`src/rtl/wb_arbiter.sv`:
```
// Register-file write-back arbiter: the ALU result path takes priority over a FIFO of
// long-latency results (LSU/MDU), plus a pending-write scoreboard for RAW hazard checks.
module wb_arbiter #(
  parameter int FIFO_DEPTH = 4,
  parameter int DATA_W     = 32
) (
  input  logic              clk,
  input  logic              rst,
  input  logic              hold,
  input  logic              alu_valid,
  input  logic [4:0]        alu_rd,
  input  logic [DATA_W-1:0] alu_data,
  input  logic              lsu_valid,
  output logic              lsu_ready,
  input  logic [4:0]        lsu_rd,
  input  logic [DATA_W-1:0] lsu_data,
  input  logic              mdu_valid,
  output logic              mdu_ready,
  input  logic [4:0]        mdu_rd,
  input  logic [DATA_W-1:0] mdu_data,
  input  logic              issue_valid,
  input  logic [4:0]        issue_rd,
  input  logic [4:0]        chk_addr1,
  output logic              chk_busy1,
  input  logic [4:0]        chk_addr2,
  output logic              chk_busy2,
  output logic              wen,
  output logic [31:0]       wraddr,
  output logic [DATA_W-1:0] wrdata,
  output logic              sb_err
);

  localparam int PTR_W = (FIFO_DEPTH > 1) ? $clog2(FIFO_DEPTH) : 1;
  localparam int CNT_W = PTR_W + 1;

  logic [4:0]        fifo_rd   [FIFO_DEPTH];
  logic [DATA_W-1:0] fifo_data [FIFO_DEPTH];
  logic [PTR_W-1:0]  wr_ptr, rd_ptr;
  logic [CNT_W-1:0]  count;
  logic              rr_mdu;
  logic [31:0]       pending, pending_next;

  logic              not_full, grant_lsu, grant_mdu, accept, push, alu_take, pop;
  logic [4:0]        push_rd, pop_rd;
  logic [DATA_W-1:0] push_data;
  logic              issue_set, err_set;

  // Enqueue arbitration: round-robin only matters when both units offer together
  assign not_full  = count < CNT_W'(FIFO_DEPTH);
  assign grant_lsu = lsu_valid & (~mdu_valid | ~rr_mdu);
  assign grant_mdu = mdu_valid & (~lsu_valid | rr_mdu);
  assign lsu_ready = grant_lsu & not_full;
  assign mdu_ready = grant_mdu & not_full;
  assign accept    = lsu_ready | mdu_ready;
  assign push_rd   = lsu_ready ? lsu_rd : mdu_rd;
  assign push_data = lsu_ready ? lsu_data : mdu_data;
  assign push      = accept & (push_rd != 5'd0);

  assign alu_take  = ~hold & alu_valid & (alu_rd != 5'd0);
  assign pop       = ~hold & ~alu_take & (count != '0);
  assign pop_rd    = fifo_rd[rd_ptr];

  assign chk_busy1 = pending[chk_addr1];
  assign chk_busy2 = pending[chk_addr2];

  // A same-edge issue re-sets a bit being cleared by pop, so set is applied last
  always_comb begin
    pending_next = pending;
    issue_set    = issue_valid & ~hold & (issue_rd != 5'd0);
    err_set      = 1'b0;
    if (pop)
      pending_next[pop_rd] = 1'b0;
    if (issue_set) begin
      err_set                = pending[issue_rd] & ~(pop & (pop_rd == issue_rd));
      pending_next[issue_rd] = 1'b1;
    end
    pending_next[0] = 1'b0;
  end

  always_ff @(posedge clk) begin
    if (rst) begin
      wr_ptr  <= '0;
      rd_ptr  <= '0;
      count   <= '0;
      rr_mdu  <= 1'b0;
      pending <= '0;
      sb_err  <= 1'b0;
      wen     <= 1'b0;
      wraddr  <= '0;
      wrdata  <= '0;
    end else begin
      if (push)
        wr_ptr <= wr_ptr + 1'b1;
      if (pop)
        rd_ptr <= rd_ptr + 1'b1;
      count <= count + CNT_W'(push) - CNT_W'(pop);
      if (accept)
        rr_mdu <= lsu_ready;
      pending <= pending_next;
      if (err_set)
        sb_err <= 1'b1;
      wen <= alu_take | pop;
      if (alu_take) begin
        wraddr <= {27'd0, alu_rd};
        wrdata <= alu_data;
      end else if (pop) begin
        wraddr <= {27'd0, pop_rd};
        wrdata <= fifo_data[rd_ptr];
      end
    end
  end

  // FIFO storage carries no reset; occupancy is tracked by count alone
  always_ff @(posedge clk) begin
    if (push) begin
      fifo_rd[wr_ptr]   <= push_rd;
      fifo_data[wr_ptr] <= push_data;
    end
  end

endmodule
```
`config.mk`:
```
export PLATFORM = sky130hd
export DESIGN_NAME = wb_arbiter
export DESIGN_NICKNAME = d
export VERILOG_FILES = /design/src/rtl/wb_arbiter.sv
export SDC_FILE = /design/constraint.sdc
export NUM_CORES = 1
export LEC_CHECK = 0
export CAP_MARGIN = 10
export CELL_PAD_IN_SITES_DETAIL_PLACEMENT = 0
export CELL_PAD_IN_SITES_GLOBAL_PLACEMENT = 1
export CORE_ASPECT_RATIO = 0.5
export CORE_MARGIN = 8
export CORE_UTILIZATION = 45
export DETAILED_ROUTE_END_ITERATION = 10
export PLACE_DENSITY_LB_ADDON = 0.1
export SKIP_LAST_GASP = 1
export SYNTH_ARGS = -nofsm -noshare
export SYNTH_HDL_FRONTEND = slang
export SYNTH_SLANG_ARGS = --single-unit
```
`constraint.sdc`:
```
create_clock -name clk -period 5.4 [get_ports clk]
set_input_delay 1.08 -clock clk [delete_from_list [all_inputs] [get_ports clk]]
set_output_delay 1.08 -clock clk [all_outputs]
set_load 0.01 [all_outputs]
```
==> metrics, run 1 <==
status finished clean; drt total wl 27.3 mm; DR vias/cell ~5.4; area delta synth->final 25.4%; cts bufs inserted 21; Hold Crit Depth 2; crit path DAT 3660 ps; setup violators final 0; hold_sp wrdata[12]; CTS sink cnt about 230; worst endpoint required time 4320 ps; R2R cell count 11; Row Count 39; Least-Margin Pin Slew 1250 ps; Cell Pwr Density 423 mW/mm2; postcts setup bufs 0; Resized Gates After CTS 0; nets 1154; die height 124 um; largest net degree at the start of global routing 84; Final ANT Viol Nets 0; clk_lat worst skew 500 ps; Final Util 0.574; TritonCTS clock tree done; RePlAce Congestion just over 0.8; grt ovf 0; top cell type's share of synthesized area 0.426; EDFF count, synth 148; H-tree depth 1; CP Capture Type primary output; Synth Register Bits 228; Reg clk slew, reported paths approximately 60 ps; IO Port Bufs 175; FF/Latch Area 0.00605 mm2; Core Region roughly 0.023 mm2; CP Launch Point chk_addr2[0]; Mapped Avg Cell Area 12.1 um2; Yosys Warn Count 0; Rel. slew slack 0.162; vias in the first global route around 7200; Tmin final 4740 ps; drt pass-1 iters 5; hold_buf cts 0; crit start category input pin; n_diodes 0; min-delay worst type flip-flop to flip-flop; initial antenna violation count 0; sequential element share of the synthesized area 0.580; FILL cells 1880; Cell Area, Synth 0.0104 mm2; Overall Power ~0.0055 W; peak supply drop roughly 0.22 mV; CP Class input pin to primary output; FMAX 211 MHz; share of layout cells above drive strength 1 0.129; final period utilization 0.877; Die W 231 um; Synth Flop Type edfxtp_1; worst r2r src count[2]; initial core utilization 0.458; Fin. Hold Viols 0; Total GRT Usage 0.185; Initial DRC Count a little under 500; I/O Pins 203; Worst R2R End count[2]; detail-routed net length per standard cell 20.4 um; root buf cell clkbuf_16; Setup Skew 12.4 ps; leak pwr ~4.5 nW; Synth cell types 49; first-pass GRT wire length 41.8 mm; area of the multi-input gates 0.00403 mm2; DP HPWL between 15 and 20 mm; Max FO, Critical Path 9; Vias 7219; Clock Path Buffers 3; synth top area cells edfxtp_1 43%, dfxtp_1 15%, mux4_2 13%; full die area 0.0286 mm2; Endpoint, Worst Hold wrdata[12]; Gate Count Post-Synth 860; Max-cap violations 0; DRC viols 0; Slew Limit Fails 0; largest area contributor in the netlist edfxtp_1; internal reg-to-reg setup slack 2110 ps; FFs w/ async S/R, synth 0; RSZ-0062 raised after global routing false; setup TNS 0 ps
## flip-flops by register name, indices dropped and copies added (netlist names), named ones only
register,cells
fifo_data,128
wrdata,32
pending,31
fifo_rd,20
wraddr,5
count,3
rd_ptr,2
wr_ptr,2
rr_mdu,1
sb_err,1
wen,1
## how the worst max path moves through the flow
stage                 endpoint  slack, ps  cells past startpoint
3_3_place_gp         chk_busy2        680                      5
6_report             chk_busy2        660                      5
4_1_cts              chk_busy2        630                      5
2_1_floorplan  fifo_data[0][0]       1540                      6
3_5_place_dp         chk_busy2        630                      5
5_1_grt              chk_busy1        540                      5
## metrics by stage
step,setup WS (ps),cell area (um2),hold WS (ps),cells
floorplan,1540,10500,470,886
global route,540,13100,504,1336
finish,662,13100,483,1336
CTS,632,13100,484,1336
detailed placement,633,12400,470,1298
global placement,682,12400,469,1298
## placed cells by master (no fill, tap or decap), types with 3 or more instances in the layout
| cell | Yosys | layout |
|---|---|---|
| nand2_1 | 196 | 196 |
| clkdlybuf4s50_1 | 0 | 174 |
| edfxtp_1 | 148 | 148 |
| dfxtp_1 | 80 | 78 |
| mux4_2 | 59 | 59 |
| nor2_1 | 61 | 56 |
| o21ai_0 | 51 | 51 |
| a311oi_1 | 36 | 36 |
| conb_1 | 1 | 27 |
| nor2b_1 | 25 | 25 |
| clkbuf_16 | 0 | 21 |
| inv_1 | 18 | 18 |
| nand3b_1 | 12 | 12 |
| buf_4 | 27 | 11 |
| mux2i_1 | 9 | 9 |
| nand3_1 | 9 | 9 |
| mux2_2 | 8 | 8 |
| xnor2_1 | 7 | 7 |
| ha_1 | 6 | 6 |
| clkinv_2 | 0 | 6 |
| nor2_4 | 0 | 5 |
| a211o_1 | 5 | 5 |
| a21oi_1 | 5 | 5 |
| nor3_1 | 4 | 4 |
| nor3b_1 | 3 | 3 |
| xor2_1 | 3 | 3 |
| o32ai_1 | 3 | 3 |
## worst max-delay path: stages
cell             delay (ps)
clkdlybuf4s50_1         770
mux4_2                  570
mux4_2                  470
mux2_2                  280
clkdlybuf4s50_1         480
## cells by family after synthesis
| logic type | count (synthesis) | share of synthesized area |
|---|---|---|
| adder cells (fa/ha/maj) | 7 | 0.00912 |
| AND/OR/NAND/NOR | 328 | 0.136 |
| flip-flops | 228 | 0.580 |
| multiplexers | 77 | 0.146 |
| buffers and inverters | 100 | 0.0479 |
| XOR/XNOR | 10 | 0.00840 |
| other | 1 | 0.000360 |
| AO/OA/AOI/OAI | 109 | 0.0720 |
## synthesized netlist by cell type, drive strengths merged (12+ instances only)
cell,number
nand2,197
edfxtp,148
dfxtp,80
nor2,62
mux4,59
o21ai,52
buf,51
a311oi,36
clkbuf,31
nor2b,26
inv,18
nand3b,12
## area by class of cell
class / count / share of cell area
Multi-Input combinational cell: 558 / 0.308
Clock inverter: 14 / 0.0107
Inverter: 18 / 0.00517
Clock buffer: 24 / 0.0426
Timing Repair Buffer: 187 / 0.141
Sequential cell: 228 / 0.463
Tap cell: 307 / 0.0294
## where the power goes
| group | internal (W) | leakage, nW | switching [W] | total [W] |
|---|---|---|---|---|
| clock network | 0.000847 | 0.344 | 0.000652 | 0.00150 |
| registers | 0.00234 | 2.03 | 0.000145 | 0.00248 |
| logic | 0.000684 | 2.13 | 0.000863 | 0.00155 |
| total | 0.00387 | 4.50 | 0.00166 | 0.00553 |
## metal layers
layer	vias up	wire (um)	track usage	share of wire
li1	3387	-	-	-
met1	3603	11700	0.239	0.43
met2	189	14000	0.333	0.51
met3	40	1140	0.0282	0.042
met4	0	482	0.0362	0.018
met5	-	0	0	0
(Power assumes the default switching activity.)
==> run 2, diff against run 1 <==
- CTS_CLUSTER_SIZE: unset -> 16
==> run 2 against run 1 <==
Sequential share of layout area fell by 0.053 points. Power rose by 0.62%. Routed wire length barely moved. Die area did not move. Non-clock buffer count did not move. Core utilization rose by 0.066 points. Sequential cell count did not move. Maximum frequency barely moved. Combinational power barely moved. Critical path depth did not move. Register-to-register slack barely moved. Cell area rose by 0.11%.
==> metrics, run 2 (same netlist as run 1, synthesis figures left out) <==
FILL cells 1882; Slew Limit Fails 0; CTS sink cnt 228; Resized Gates After CTS 0; CP Capture Type primary output; hold_buf cts 0; Worst path depth 5; final worst setup slack 662 ps; drt pass-1 iters 5; DR vias/cell 5.38; Total GRT Usage 0.185; Max FO, Critical Path 9; IO Port Bufs 175; CP Cell Sequence clkdlybuf4s50_1 > mux4_2 > mux4_2 > mux2_2 > clkdlybuf4s50_1; CP max stage delay 770 ps; Clock Path Buffers 3; Largest Register fifo_data; hold_ws 485 ps; Initial DRC Count 428; CP Buf/Inv Count 2; DP Worst Slack 633 ps; DP HPWL 19.0 mm; Vias 7188; setup TNS 0 ps; clk_lat worst skew 500 ps; Max-cap violations 0; initial antenna violation count 0; crit start category input pin; Largest register FFs roughly 130; Reg clk slew, reported paths 70 ps; Least-Margin Pin Slew 1230 ps; RePlAce Congestion roughly 0.8; peak supply drop between 0.2 and 0.25 mV; Post-DP Area 0.0124 mm2; status finished clean; largest net degree at the start of global routing 84; cell family with most CP delay multiplexers; I/O Pins 203; Rel. slew slack 0.176; Core Region about 0.023 mm2; full die area 0.0286 mm2; most frequent cells in the layout 196 x nand2_1, 174 x clkdlybuf4s50_1, 148 x edfxtp_1; crit path DAT between 3000 and 4000 ps; FF/Latch Area around 0.006 mm2; postcts setup bufs 0; Hold Crit Depth 2; most common cell after layout, fill and taps aside nand2_1; slowest CP cell clkdlybuf4s50_1; Row Count 39; area of the multi-input gates 0.00403 mm2; RSZ-0062 raised after global routing false; internal reg-to-reg setup slack 2120 ps; Tmin final 4740 ps; H-tree depth 1; cts bufs inserted 21; Die W 231 um; Cell Pwr Density 425 mW/mm2; R2R cell count 11; DRC viols 0; final period utilization 0.877; die height 124 um; Final ANT Viol Nets 0; share of layout cells above drive strength 1 0.128; detail-routed net length per standard cell 20.4 um; CP Class input pin to primary output; Setup Skew ~11 ps; area delta synth->final 25.5%; worst endpoint required time 4320 ps; leak pwr ~4.5 nW; min-delay worst type flip-flop to flip-flop; root buf cell clkbuf_16; Fin. Hold Viols 0; vias in the first global route just over 7000; n_diodes 0; TritonCTS clock tree done; nets 1154; grt ovf 0; top flop regs fifo_data: 128 flops, wrdata: 32 flops, pending: 31 flops; fin area 0.0131 mm2; drt total wl 27.3 mm; setup violators final 0; FMAX between 200 and 250 MHz; first-pass GRT wire length between 40 and 50 mm; initial core utilization 0.458
-- run 2: changes by cell type in the layout (fill, tap and decap cells not counted) --
cell       delta
clkbuf_1      +1
bufinv_16     +1
clkbuf_8      -1
clkinv_2      -1
-- run 2: stage by stage --
stage / utilization / cells / total power, W
2_1_floorplan: - / 886 / 0.00348
3_3_place_gp: 0.543 / 1298 / 0.00406
3_5_place_dp: 0.543 / 1298 / 0.00409
4_1_cts: 0.574 / 1336 / 0.00563
5_1_grt: 0.574 / 1336 / 0.00583
6_report: 0.574 / 1336 / 0.00556
-- run 2: where the power goes --
group	leakage (nW)	switching, W	total (W)	internal (W)
logic	2.13	0.000862	0.00155	0.000684
registers	2.03	0.000145	0.00248	0.00234
clock network	0.348	0.000652	0.00153	0.000883
-- run 2: area by class of cell --
class                   count  share of cell area
inverters                  18             0.00516
clock buffers              24              0.0418
multi-input cells         558               0.308
repair buffers            187               0.141
clock inverters            14              0.0126
well taps                 307              0.0293
flip-flops and latches    228               0.462
-- run 2: final timing paths --
kind / from / endpoint
worst max-delay path: chk_addr2[0] / chk_busy2
worst min-delay path: wrdata[14] / wrdata[14]
worst max register to register: count[2] / count[2]
worst min register to register: wrdata[14] / wrdata[14]
-- run 2: layer usage --
layer	wire length, um	global-route usage
met5	0	0
met2	14000	0.334
met4	432	0.0382
met3	1010	0.0268
met1	11800	0.238
-- run 2: worst register-to-register path, cell delays in order (launching register included) --
cell     delay, ps
dfxtp_1        380
nor3_1         420
or2_2          840
nor2_2         220
ha_1           340
inv_1           60
ha_1           130
inv_1           50
fa_1           370
xor2_1         160
xnor2_1        130
nor2_1          50
==> run 3, diff against run 2 <==
- CAP_MARGIN: 10 -> 20
==> run 3 against run 2 <==
Register-to-register slack lost 20 ps. Setup slack got worse by 2.8 ps. Count of clock-buffer cells in the layout stayed put. Power about the same. Largest cell class unchanged.
==> metrics, run 3 (same netlist as run 1, synthesis figures left out) <==
Rel. slew slack 0.279; RSZ-0062 raised after global routing false; drt total wl 27.2 mm; Tmin final 4740 ps; net load switching power 0.00166 W; combinational share of power 0.278; I/O Pins between 200 and 250; most common cell after layout, fill and taps aside nand2_1; grt ovf 0; Max FO, Critical Path 9; clk_lat worst skew roughly 500 ps; DR vias/cell ~5.4; largest net degree at the start of global routing 84; Final ANT Viol Nets 0; setup violators final 0; min-delay worst type flip-flop to flip-flop; Core Region about 0.023 mm2; most frequent cells in the layout 196 x nand2_1, 174 x clkdlybuf4s50_1, 148 x edfxtp_1; n_diodes 0; IO Port Bufs 175; top flop regs fifo_data: 128 flops, wrdata: 32 flops, pending: 31 flops; first-pass GRT wire length 41.8 mm; initial core utilization 0.458; setup TNS 0 ps; full die area 0.0286 mm2; Max-cap violations 0; die height 124 um; root buf cell clkbuf_16; TritonCTS clock tree done; nets around 1200; leak pwr 4.51 nW; CTS sink cnt between 200 and 250; Slew Limit Fails 0; Clock Path Buffers 3; status finished clean; Initial DRC Count 480; peak supply drop ~0.2 mV; FF/Latch Area between 0.006 and 0.007 mm2; area delta synth->final 25.6%; hold_ws roughly 480 ps; area of the multi-input gates a little over 0.004 mm2; FILL cells 1882; initial antenna violation count 0; detail-routed net length per standard cell slightly above 20 um; Cell Pwr Density 425 mW/mm2; Clk pwr share 0.276; Row Count 39; Sw Share 0.298; Int Pwr 0.00390 W; vias in the first global route 7240; share of layout cells above drive strength 1 0.129; Total GRT Usage 0.185; postcts setup bufs 0; cts bufs inserted 21; FMAX ~210 MHz; hold_buf cts 0; Vias 7182; worst endpoint required time 4320 ps; internal reg-to-reg setup slack 2100 ps; drt pass-1 iters 5; Largest register FFs approximately 130; Setup Skew 11.0 ps; Fin. Hold Viols 0; crit path DAT about 3700 ps; RePlAce Congestion 0.823; crit start category input pin; H-tree depth 1; Largest Register fifo_data; CP Capture Type primary output; Resized Gates After CTS 0; CP Class input pin to primary output; sequential share of power 0.446; DRC viols 0; final period utilization 0.878; Least-Margin Pin Slew 1070 ps; Reg clk slew, reported paths 60 ps; DP HPWL roughly 19 mm; Die W 231 um
[run 3: path summary, 6_finish.rpt]
check | start | endpoint | cells after the start
min reg2reg | wrdata[12] | wrdata[12] | 2
max | chk_addr2[0] | chk_busy2 | 5
max reg2reg | count[2] | count[2] | 11
min | wrdata[12] | wrdata[12] | 2
[run 3: critical path, cell delays in order]
cell and delay (ps):
clkdlybuf4s50_1 770, mux4_2 570, mux4_2 470, mux2_2 280
clkdlybuf4s50_1 480
[run 3: per-stage QoR]
stage | std cells | util | total power [W] | worst slack [ps] | instance area [um2]
floorplan | 886 | - | 0.00348 | 1540 | 10500
detailed placement | 1298 | 0.543 | 0.00409 | 633 | 12400
global placement | 1298 | 0.543 | 0.00406 | 682 | 12400
finish | 1337 | 0.575 | 0.00556 | 660 | 13100
CTS | 1336 | 0.574 | 0.00563 | 632 | 13100
global route | 1337 | 0.575 | 0.00584 | 540 | 13100
[run 3: cell type report]
type,instances,area share
tap,307,0.0293
timing repair buffer,188,0.142
inverter,18,0.00516
clock inverter,14,0.0126
multi-input combinational,558,0.308
sequential,228,0.462
clock buffer,24,0.0418
[run 3: power groups by stage]
stage / clock [W] / combinational [W] / sequential, W
after global routing: 0.00163 / 0.00168 / 0.00252
after global placement: 0 / 0.00156 / 0.00250
after CTS: 0.00157 / 0.00158 / 0.00249
after floorplan: 0 / 0.000983 / 0.00250
after detailed placement: 0 / 0.00157 / 0.00252
final: 0.00153 / 0.00155 / 0.00248
[run 3: per-layer routing]
metal | share of wire | wire [um] | track usage
met1 | 0.43 | 11800 | 0.238
met2 | 0.51 | 14000 | 0.334
met3 | 0.038 | 1030 | 0.0268
met4 | 0.017 | 451 | 0.0382
met5 | 0 | 0 | 0
